==> src/rtl/ycbcr_stream_conv_if.sv <==
// ---------------------------------------------------------------------------
// ycbcr_stream_conv_if
//
// AXI4-Stream video bundle used on both sides of ycbcr_stream_conv. One
// beat carries a packed three-component pixel.
//
// Parameters:
//   W       bits per colour component (tdata is 3*W wide)
//
// Signals:
//   tdata   pixel, three packed components
//   tvalid  beat valid (master -> slave)
//   tready  slave can accept the beat (slave -> master)
//   tlast   end of line
//   tuser   start of frame
//
// Modports:
//   master  drives tdata/tvalid/tlast/tuser, samples tready
//   slave   samples tdata/tvalid/tlast/tuser, drives tready
// ---------------------------------------------------------------------------
interface ycbcr_stream_conv_if #(
    parameter int W = 8
) ();

    logic [3*W-1:0] tdata;
    logic           tvalid;
    logic           tready;
    logic           tlast;
    logic           tuser;

    modport master (
        output tdata,
        output tvalid,
        output tlast,
        output tuser,
        input  tready
    );

    modport slave (
        input  tdata,
        input  tvalid,
        input  tlast,
        input  tuser,
        output tready
    );

endinterface

==> src/rtl/ycbcr_stream_conv.sv <==
// ---------------------------------------------------------------------------
// ycbcr_stream_conv
//
// RGB to YCbCr 4:4:4 converter sitting on an AXI4-Stream video path. Every
// accepted beat runs through a 3-stage pipeline that stalls as a whole when
// the output register is full and downstream is not ready:
//   stage 1  source select (stream pixel or constant colour), mode, tlast, tuser
//   stage 2  the nine signed coefficient x component products
//   stage 3  sum, round, chroma offset, clamp, output format select
//
// The mode is captured together with its beat, so a mode change mid-line
// only affects beats accepted after the change.
//
// Ports:
//   clk           clock
//   rst           synchronous active-high reset
//   mode          0 = YCbCr, 1 = RGB passthrough, 2 = constant colour, 3 = grey
//   sel_rgb       constant colour for mode 2, packed {R,B,G}
//   s_axis_video  slave stream, tdata packed {R,B,G} (R in the MSBs)
//   m_axis_video  master stream, tdata packed {Cr,Cb,Y} ({R,B,G} in mode 1)
//   frame_cnt     number of output handshakes with tuser set, wraps at 16 bits
//
// Parameters:
//   IN_W / OUT_W  input / output component width, OUT_W <= IN_W
//   COEF_W, FRAC  signed coefficient width and its fractional bits
//   K_*           conversion matrix coefficients
// ---------------------------------------------------------------------------
module ycbcr_stream_conv #(
    parameter int IN_W   = 8,
    parameter int OUT_W  = 8,
    parameter int COEF_W = 9,
    parameter int FRAC   = 8,
    parameter int K_YR   = 77,
    parameter int K_YG   = 150,
    parameter int K_YB   = 29,
    parameter int K_CBR  = -43,
    parameter int K_CBG  = -85,
    parameter int K_CBB  = 128,
    parameter int K_CRR  = 128,
    parameter int K_CRG  = -107,
    parameter int K_CRB  = -21
) (
    input  logic                  clk,
    input  logic                  rst,
    input  logic [1:0]            mode,
    input  logic [3*IN_W-1:0]     sel_rgb,
    ycbcr_stream_conv_if.slave    s_axis_video,
    ycbcr_stream_conv_if.master   m_axis_video,
    output logic [15:0]           frame_cnt
);

    typedef enum logic [1:0] {
        MODE_YCBCR = 2'd0,
        MODE_PASS  = 2'd1,
        MODE_CONST = 2'd2,
        MODE_GREY  = 2'd3
    } mode_t;

    // Product width: unsigned component widened by one sign bit times a
    // signed coefficient. Two extra bits on the sum absorb the three-term
    // addition plus the rounding constant, so nothing wraps before the clamp.
    localparam int PW = IN_W + COEF_W + 1;
    localparam int SW = PW + 2;

    localparam logic signed [SW-1:0] ROUND      = SW'(2 ** (FRAC - 1));
    localparam logic signed [SW-1:0] CHROMA_OFS = SW'(2 ** (IN_W - 1));
    localparam logic signed [SW-1:0] COMP_MAX   = SW'((2 ** IN_W) - 1);
    localparam logic [OUT_W-1:0]     GREY_MID   = OUT_W'(2 ** (OUT_W - 1));

    // Coefficient order: channel-major (Y, Cb, Cr), component-minor (R, G, B).
    localparam logic signed [COEF_W-1:0] COEF [9] = '{
        COEF_W'(K_YR),  COEF_W'(K_YG),  COEF_W'(K_YB),
        COEF_W'(K_CBR), COEF_W'(K_CBG), COEF_W'(K_CBB),
        COEF_W'(K_CRR), COEF_W'(K_CRG), COEF_W'(K_CRB)
    };

    function automatic logic signed [PW-1:0] mul(
        input logic        [IN_W-1:0]   c,
        input logic signed [COEF_W-1:0] k
    );
        logic signed [PW-1:0] a;
        logic signed [PW-1:0] b;
        a = signed'(PW'(c));
        b = PW'(k);
        return a * b;
    endfunction

    // Clamp to the input component range, then keep the top OUT_W bits.
    function automatic logic [OUT_W-1:0] clamp_top(input logic signed [SW-1:0] v);
        logic [IN_W-1:0] c;
        if (v[SW-1]) begin
            c = '0;
        end else if (v > COMP_MAX) begin
            c = '1;
        end else begin
            c = v[IN_W-1:0];
        end
        return c[IN_W-1 -: OUT_W];
    endfunction

    // Global advance enable. Depends only on the output register and the
    // downstream ready, so tready never forms a path from the input side.
    logic en;
    assign en                  = !m_axis_video.tvalid || m_axis_video.tready;
    assign s_axis_video.tready = en;

    // Stage 1 state
    logic              v1;
    logic [3*IN_W-1:0] rgb1;
    mode_t             mode1;
    logic              last1;
    logic              user1;

    // Stage 2 state
    logic                 v2;
    logic signed [PW-1:0] prod2 [9];
    logic [3*IN_W-1:0]    rgb2;
    mode_t                mode2;
    logic                 last2;
    logic                 user2;

    // Stage 2 combinational inputs
    logic [IN_W-1:0]      comp1 [3];
    logic signed [PW-1:0] prod_d [9];

    always_comb begin
        comp1[0] = rgb1[3*IN_W-1 -: IN_W];
        comp1[1] = rgb1[IN_W-1:0];
        comp1[2] = rgb1[2*IN_W-1 -: IN_W];
        for (int ch = 0; ch < 3; ch++) begin
            for (int c = 0; c < 3; c++) begin
                prod_d[ch*3 + c] = mul(comp1[c], COEF[ch*3 + c]);
            end
        end
    end

    // Stage 3 combinational: sum, round, floor-shift, offset, clamp, format.
    logic signed [SW-1:0] sum_d   [3];
    logic signed [SW-1:0] shift_d [3];
    logic [OUT_W-1:0]     y_c;
    logic [OUT_W-1:0]     cb_c;
    logic [OUT_W-1:0]     cr_c;
    logic [3*OUT_W-1:0]   out_d;

    always_comb begin
        for (int ch = 0; ch < 3; ch++) begin
            sum_d[ch] = SW'(prod2[ch*3]) + SW'(prod2[ch*3 + 1])
                      + SW'(prod2[ch*3 + 2]) + ROUND;
            shift_d[ch] = sum_d[ch] >>> FRAC;
        end
        y_c  = clamp_top(shift_d[0]);
        cb_c = clamp_top(shift_d[1] + CHROMA_OFS);
        cr_c = clamp_top(shift_d[2] + CHROMA_OFS);

        case (mode2)
            MODE_PASS: out_d = {rgb2[3*IN_W-1 -: OUT_W],
                                rgb2[2*IN_W-1 -: OUT_W],
                                rgb2[IN_W-1 -: OUT_W]};
            MODE_GREY: out_d = {GREY_MID, GREY_MID, y_c};
            default:   out_d = {cr_c, cb_c, y_c};
        endcase
    end

    // Whole pipeline advances in lockstep on en; bubbles ride along with a
    // cleared valid. Reset empties every stage so nothing in flight survives.
    always_ff @(posedge clk) begin
        if (rst) begin
            v1    <= 1'b0;
            rgb1  <= '0;
            mode1 <= MODE_YCBCR;
            last1 <= 1'b0;
            user1 <= 1'b0;
            v2    <= 1'b0;
            rgb2  <= '0;
            mode2 <= MODE_YCBCR;
            last2 <= 1'b0;
            user2 <= 1'b0;
            for (int i = 0; i < 9; i++) begin
                prod2[i] <= '0;
            end
            m_axis_video.tvalid <= 1'b0;
            m_axis_video.tdata  <= '0;
            m_axis_video.tlast  <= 1'b0;
            m_axis_video.tuser  <= 1'b0;
        end else if (en) begin
            v1    <= s_axis_video.tvalid;
            rgb1  <= (mode_t'(mode) == MODE_CONST) ? sel_rgb : s_axis_video.tdata;
            mode1 <= mode_t'(mode);
            last1 <= s_axis_video.tlast;
            user1 <= s_axis_video.tuser;

            v2    <= v1;
            rgb2  <= rgb1;
            mode2 <= mode1;
            last2 <= last1;
            user2 <= user1;
            for (int i = 0; i < 9; i++) begin
                prod2[i] <= prod_d[i];
            end

            m_axis_video.tvalid <= v2;
            m_axis_video.tdata  <= out_d;
            m_axis_video.tlast  <= last2;
            m_axis_video.tuser  <= user2;
        end
    end

    // Frames are counted where they leave the block, on the accepted beat
    // carrying start-of-frame.
    always_ff @(posedge clk) begin
        if (rst) begin
            frame_cnt <= '0;
        end else if (m_axis_video.tvalid && m_axis_video.tready && m_axis_video.tuser) begin
            frame_cnt <= frame_cnt + 16'd1;
        end
    end

endmodule

==> src/flat_wrapper.sv <==
// flat-port wrapper written by rule: the top's interface ports become plain ports
module ycbcr_stream_conv_flat 
#(
    parameter int IN_W   = 8,
    parameter int OUT_W  = 8,
    parameter int COEF_W = 9,
    parameter int FRAC   = 8,
    parameter int K_YR   = 77,
    parameter int K_YG   = 150,
    parameter int K_YB   = 29,
    parameter int K_CBR  = -43,
    parameter int K_CBG  = -85,
    parameter int K_CBB  = 128,
    parameter int K_CRR  = 128,
    parameter int K_CRG  = -107,
    parameter int K_CRB  = -21
)
  (clk, rst, mode, sel_rgb, frame_cnt, s_axis_video_tdata, s_axis_video_tvalid, s_axis_video_tlast, s_axis_video_tuser, s_axis_video_tready, m_axis_video_tdata, m_axis_video_tvalid, m_axis_video_tlast, m_axis_video_tuser, m_axis_video_tready);
  ycbcr_stream_conv_if #(.W(8)) s_axis_video_i ();
  ycbcr_stream_conv_if #(.W(8)) m_axis_video_i ();
  input  logic clk;
  input  logic rst;
  input  logic [1:0] mode;
  input  logic [3*IN_W-1:0] sel_rgb;
  output logic [15:0] frame_cnt;
  input wire logic [$bits(s_axis_video_i.tdata)-1:0] s_axis_video_tdata;
  input wire logic [$bits(s_axis_video_i.tvalid)-1:0] s_axis_video_tvalid;
  input wire logic [$bits(s_axis_video_i.tlast)-1:0] s_axis_video_tlast;
  input wire logic [$bits(s_axis_video_i.tuser)-1:0] s_axis_video_tuser;
  output wire logic [$bits(s_axis_video_i.tready)-1:0] s_axis_video_tready;
  output wire logic [$bits(m_axis_video_i.tdata)-1:0] m_axis_video_tdata;
  output wire logic [$bits(m_axis_video_i.tvalid)-1:0] m_axis_video_tvalid;
  output wire logic [$bits(m_axis_video_i.tlast)-1:0] m_axis_video_tlast;
  output wire logic [$bits(m_axis_video_i.tuser)-1:0] m_axis_video_tuser;
  input wire logic [$bits(m_axis_video_i.tready)-1:0] m_axis_video_tready;
  assign s_axis_video_i.tdata = s_axis_video_tdata;
  assign s_axis_video_i.tvalid = s_axis_video_tvalid;
  assign s_axis_video_i.tlast = s_axis_video_tlast;
  assign s_axis_video_i.tuser = s_axis_video_tuser;
  assign s_axis_video_tready = s_axis_video_i.tready;
  assign m_axis_video_tdata = m_axis_video_i.tdata;
  assign m_axis_video_tvalid = m_axis_video_i.tvalid;
  assign m_axis_video_tlast = m_axis_video_i.tlast;
  assign m_axis_video_tuser = m_axis_video_i.tuser;
  assign m_axis_video_i.tready = m_axis_video_tready;
  ycbcr_stream_conv #(.IN_W(IN_W), .OUT_W(OUT_W), .COEF_W(COEF_W), .FRAC(FRAC), .K_YR(K_YR), .K_YG(K_YG), .K_YB(K_YB), .K_CBR(K_CBR), .K_CBG(K_CBG), .K_CBB(K_CBB), .K_CRR(K_CRR), .K_CRG(K_CRG), .K_CRB(K_CRB)) u_core (.clk(clk), .rst(rst), .mode(mode), .sel_rgb(sel_rgb), .s_axis_video(s_axis_video_i), .m_axis_video(m_axis_video_i), .frame_cnt(frame_cnt));
endmodule
==> config.mk <==
export PLATFORM = sky130hd
export DESIGN_NAME = ycbcr_stream_conv_flat
export DESIGN_NICKNAME = d
export VERILOG_FILES = /design/src/rtl/ycbcr_stream_conv_if.sv /design/src/rtl/ycbcr_stream_conv.sv /design/src/flat_wrapper.sv
export SDC_FILE = /design/constraint.sdc
export NUM_CORES = 1
export LEC_CHECK = 0
export CAP_MARGIN = 20
export CORE_ASPECT_RATIO = 0.8
export CORE_MARGIN = 4
export CORE_UTILIZATION = 32
export CTS_CLUSTER_DIAMETER = 200
export DETAILED_ROUTE_END_ITERATION = 8
export PLACE_DENSITY = 0.48
export SLEW_MARGIN = 20
export SYNTH_ARGS = -nofsm -noshare
export SYNTH_HDL_FRONTEND = slang
export SYNTH_SLANG_ARGS = --single-unit
==> constraint.sdc <==
create_clock -name clk -period 3.8 [get_ports clk]
set_clock_uncertainty 0.05 [all_clocks]
set_input_delay 0.57 -clock clk [delete_from_list [all_inputs] [get_ports clk]]
set_output_delay 0.57 -clock clk [all_outputs]
set_load 0.01 [all_outputs]
---- Word-level counts from Yosys, hierarchy flattened ----
Memories as Yosys holds them, arrays and structs flattened.
Cells that the tools add are included.
cells by class
  reductions and logical operators ........ 4
  order comparisons ....................... 3
  add/sub/neg operators ................... 12
  multiplexer cells ....................... 22
  multiply operators ...................... 7
  bitwise operators ....................... 9
  equal/unequal tests ..................... 3
operators by type and width
  operator                                              count
  2-to-1 mux 18 bit                                     9
  adder 19 x 18 -> 20 bit                               3
  adder 20 x 9 -> 20 bit (second input constant)        3
  adder 18 x 18 -> 19 bit                               3
  2-to-1 mux 8 bit                                      6
  one-hot mux 24 bit (2 select lines)                   1
  > comparator 20 x 9 -> 1 bit (second input constant)  2
  multiplier 9 x 8 -> 17 bit (second input constant)    2
  multiplier 8 x 7 -> 15 bit (second input constant)    2
  adder 12 x 9 -> 13 bit (second input constant)        2
  2-to-1 mux 24 bit                                     1
  adder 16 x 1 -> 16 bit (second input constant)        1
  multiplier 9 x 7 -> 16 bit (second input constant)    1
  multiplier 9 x 6 -> 15 bit (second input constant)    1
  multiplier 8 x 5 -> 13 bit (second input constant)    1
  > comparator 12 x 9 -> 1 bit (second input constant)  1
  OR 1 bit                                              9
  2-to-1 mux 1 bit                                      5
  == test 2 bit (second input constant)                 2
  == test 2 x 1 -> 1 bit (second input constant)        1
  logical AND 1 bit                                     2
  logical NOT 1 bit                                     1
  logical OR 1 bit                                      1
storage, ports and cells
  memories kept ........................... 1
  register bits ........................... 101
  memory bits (writable) .................. 162
  logic and storage cells ................. 76
  input bits .............................. 56
memory list
  name          depth  width  rd ports  clocked after memory_dff  write ports  line                      RTL
  u_core.prod2  9      18     9         0                         9            ycbcr_stream_conv.sv:116  logic signed [PW-1:0] prod2 [9];

---- Longest topological paths before layout ----
An unclocked memory read counts as a cell.
  depth in word-level cells ............... 9
  gate-level depth with buffers ........... 18
  gate-level depth less buffers ........... 18

---- Least setup slack after synthesis ----
No wires, ideal clock.
  path kind ............................... register to register
  from .................................... reg u_core.rgb1[10]
  to ...................................... mem u_core.prod2[4][16] (netlist bit), data pin
  path buffers ............................ 0
  stages on the path, launching flop included .. 19
  setup slack ............................. -0.447 ns
  period minus slack after synthesis ...... 4.247 ns
  data required time ...................... 3.484 ns
  arrival time ............................ 3.931 ns
  cell sequence ........................... dfxtp_1 > inv_1 > ha_1 > inv_1 > ha_1 > inv_1 > fa_1 > inv_1 > fa_1 > fa_1 > a21o_1 > a21oi_1 > o21bai_1 > a21oi_1 > o21bai_1 > a21oi_1 > o21ai_0 > xnor2_1 > nor2_1
RTL lines
  element                   line                      RTL
  start: declaration        ycbcr_stream_conv.sv:109  logic [3*IN_W-1:0] rgb1;
  start signal: assignment  ycbcr_stream_conv.sv:187  rgb1 <= (mode_t'(mode) == MODE_CONST) ? sel_rgb : s_axis_video.tdata;
  end: declaration          ycbcr_stream_conv.sv:116

==> key figures <==
Worst hold path
  • Worst hold stages: 2
  • Beginning of the worst hold path: u_core.m_axis_video.tdata[7]
  • Hold Crit Class: register to register
  • Min-Delay Endpoint: u_core.m_axis_video.tdata[7]

Worst setup path
  • Crit path buffers/inverters: 4
  • R2R setup slack: -0.29 ns
  • Worst Reg-to-Reg Cells: 19
  • CP cell instances: inv_2 > fa_1 > inv_2 > ha_4 > ha_4 > a211oi_2 > nor2_1 > a211o_1 > o21a_1 > or3_4 > and2_4 > ha_4 > buf_6 > nor2b_4 > nor2b_4 > a311oi_4 > buf_4 > o211ai_1 > a211oi_1
  • CP Max Fanout: 4
  • Req. time, crit path: 4.22 ns
  • Crit. End Element: register
  • Crit Path Class: register to register
  • CP max-delay cell: fa_1
  • Max stage delay on crit path: 0.55 ns
  • RR Endpoint: u_core.m_axis_video.tdata[11]
  • Most common cell on crit path: ha_4
  • Arrival time of the worst setup path: 4.51 ns
  • Startpoint Class: register
  • Cell family with most CP delay: adder cells
  • Reg2reg start: u_core.prod2[2][12]

Yosys
  • Post-synth ARST share: 0
  • Synthesized flop and latch total: 213
  • Share of the synthesized area in the top cell type: 0.2509
  • Post-Syn Nets: 2400
  • Synth area leaders: ha_1 (25%), edfxtp_1 (18%), dfxtp_1 (11%)
  • Post-synthesis sequential area ratio: 0.2919
  • Syn Inst Count: 1875
  • Cell Area, Synth: 18450 sq um
  • Post-synth top area cell: ha_1
  • Post-synth EDFFs: 112
  • Ys flop type: edfxtp_1
  • Synth warnings: 0
  • Synth cell types: 69
  • Syn avg cell area: 9.840 sq um

Clock tree
  • Clock Path Buffers: 3
  • Clk slew on worst S/H paths: 0.06 ns
  • H-Tree Depth: 1
  • Cts bufs inserted: 27
  • Clock sinks: 213
  • Root buffer cell: clkbuf_16
  • TritonCTS clock tree: built
  • Worst skew pair latency: 0.58 ns

Run status
  • Run status: finished, violations left
  • Failing checks: setup timing

Power
  • Sequential share of power: 0.213
  • Pint: 9.025 mW
  • Switching pwr: 5.897 mW
  • Combinational power share: 0.605
  • Tot Pwr: 14.92 mW
  • Sw Ratio: 0.3952
  • Clk pwr share: 0.182
  • Pwr/cell area: 601.8 nW/um^2
  • Leak pwr: 11.83 nW
  • Max VDD drop: 0.3135 mV

Layout
  • Fill cells: 5369
  • Synth-to-Final Area Change: 34.40%
  • Most frequent cells in the layout: ha_1 (306), inv_1 (285), buf_4 (246)
  • Net count, final: 2750
  • Final Instance Area: 24800 sq um
  • Multi-input combinational cell area: 13110 sq um
  • Non-filler cells, final: 3007
  • Register area: 5430 sq um
  • Share of cells above drive strength 1: 0.2618
  • Commonest non-fill, non-tap cell in the layout: ha_1

GRT
  • GRT busiest layer: met2
  • Met2 GRT Util: 0.2529
  • Initial antenna violation count: 0
  • GRT overflow: 0
  • Met1 Use GR: 0.2469
  • Pin count of the biggest net entering global routing: 89
  • GR Util All Layers: 0.1642
  • Met3 GRT Util: 0.02017
  • Vias in the first global route: 14250
  • First-pass GRT wire length: 80.08 mm

Floorplan
  • Die ar.: 61590 sq um
  • Starting Density: 0.3243
  • Core area: 56900 sq um
  • Row cnt: 78
  • I/O pin count: 100
  • Die Wd: 276.5 um
  • Die Ht: 222.8 um

Flow run
  • Max-cap violations: 0

Detailed routing
  • Post-detailed-route via-to-cell ratio: 4.651
  • Initial DRT Pass Iterations: 5
  • Drt drc: 0
  • DR iter-0 viols: 624
  • Detail Route Antenna Nets: 0
  • DR WL/cell: 17.30 um
  • Final Routed Wirelength: 52.01 mm
  • Vias: 13990

Placement
  • Post-Place Worst Slack: -0.3627 ns
  • GP Congestion: 0.8222
  • Hpwl dp: 41.15 mm
  • Placed insts: 2900
  • Dpl cell area: 22250 sq um
  • Port Buffer Count: 99

STA
  • Final hold violation count: 0
  • FMAX: 244.7 MHz
  • Final setup viols: 15
  • Minimum clock period: 4.087 ns
  • Slew @ Worst Pin: 0.9550 ns
  • Period utilization: 1.075
  • Count of pins over their slew limit: 0
  • RSZ-0062 raised after global routing: true
  • Final hold slack: 0.4005 ns
  • Worst Setup Slack, final: -0.2868 ns
  • Max_slew headroom: 0.3610
-- worst register-to-register path: stages (launching register included) --
cell	delay, ns
edfxtp_1	0.35
inv_2	0.05
fa_1	0.55
inv_2	0.05
ha_4	0.27
ha_4	0.20
a211oi_2	0.17
nor2_1	0.06
a211o_1	0.24
o21a_1	0.18
or3_4	0.33
and2_4	0.15
ha_4	0.27
buf_6	0.09
nor2b_4	0.04
nor2b_4	0.13
a311oi_4	0.35
buf_4	0.17
o211ai_1	0.09
a211oi_1	0.21
-- per-stage QoR --
step / util / setup TNS [ns]
after floorplan: - / -0.7546
after global placement: 0.3911 / -5.406
after detailed placement: 0.3911 / -6.653
after CTS: 0.4218 / -2.299
after global routing: 0.4358 / -5.336
final: 0.4358 / -2.402
-- power groups by stage --
stage                     combinational (mW)  clock [mW]  sequential, mW
after CTS                               8.26        2.79            3.18
final                                   9.03        2.71            3.18
after global placement                  7.58           0            3.22
after floorplan                         5.02           0            3.18
after global routing                    10.1        2.87            3.23
after detailed placement                7.62           0            3.23
-- logic make-up after synthesis --
kind of cell / synth area share
buf+inv: 0.07656
mux: 0.01648
fa+ha+maj: 0.3583
flops: 0.2919
xor+xnor: 0.04652
compound gates: 0.1229
simple gates: 0.08728
-- synth_stat cells (all sizes together), types with 10 or more instances --
master	instances
xor2	37
a21oi	102
o21bai	28
clkbuf	34
a211oi	37
nand2	71
buf	10
fa	99
nor3	23
and3	10
mux2i	27
a22oi	12
inv	332
ha	370
xnor2	61
dfxtp	101
nand3	14
o21a	11
nor2	174
o21ai	62
a21o	39
and2	27
edfxtp	112
-- area by class of cell --
type,count,share of cell area
Sequential cell,213,0.2190
Antenna cell,1,0.0001009
Clock inverter,17,0.005954
Timing Repair Buffer,365,0.1251
Inverter,332,0.05142
Tap cell,760,0.03835
Clock buffer,33,0.03148
Multi-Input combinational cell,1286,0.5286
-- flip-flops by register name, indices dropped and copies added, names as in the netlist --
register / cells
u_core.frame_cnt: 16
u_core.last1: 1
u_core.last2: 1
u_core.m_axis_video.tdata: 24
u_core.m_axis_video.tlast: 1
u_core.m_axis_video.tuser: 1
u_core.m_axis_video.tvalid: 1
u_core.mode1: 2
u_core.mode2: 2
u_core.prod2: 112
u_core.rgb1: 24
u_core.rgb2: 24
u_core.user1: 1
u_core.user2: 1
u_core.v1: 1
u_core.v2: 1
-- how the worst max path moves through the flow --
stage | startpoint | depth (start not counted) | slack (ns) | endpoint
2_1_floorplan | u_core.prod2[1][30] | 16 | -0.16 | u_core.m_axis_video.tdata[8]
3_5_place_dp | u_core.prod2[1][1] | 17 | -0.36 | u_core.m_axis_video.tdata[8]
3_3_place_gp | u_core.prod2[1][0] | 17 | -0.30 | u_core.m_axis_video.tdata[8]
4_1_cts | u_core.prod2[1][1] | 17 | -0.25 | u_core.m_axis_video.tdata[8]
5_1_grt | u_core.prod2[2][12] | 19 | -0.38 | u_core.m_axis_video.tdata[11]
6_report | u_core.prod2[2][12] | 19 | -0.29 | u_core.m_axis_video.tdata[11]
-- timing repair --
action | CTS | global route
resized for setup | 112 | 136
hold buffers | 0 | 0
buffers inserted | 35 | 26
setup endpoints to repair | 45 | 58
pin swaps | 100 | 126
cloned | 0 | 0
-- layer usage --
layer | vias up | part of all wire | wire length (um)
met3 | 48 | 0.029 | 1520
met2 | 161 | 0.43 | 22500
met4 | 0 | 0.020 | 1062
met1 | 6739 | 0.52 | 26930
met5 | - | 0 | 0
li1 | 7037 | - | -
Note: power is estimated with default switching activity, not from simulation.
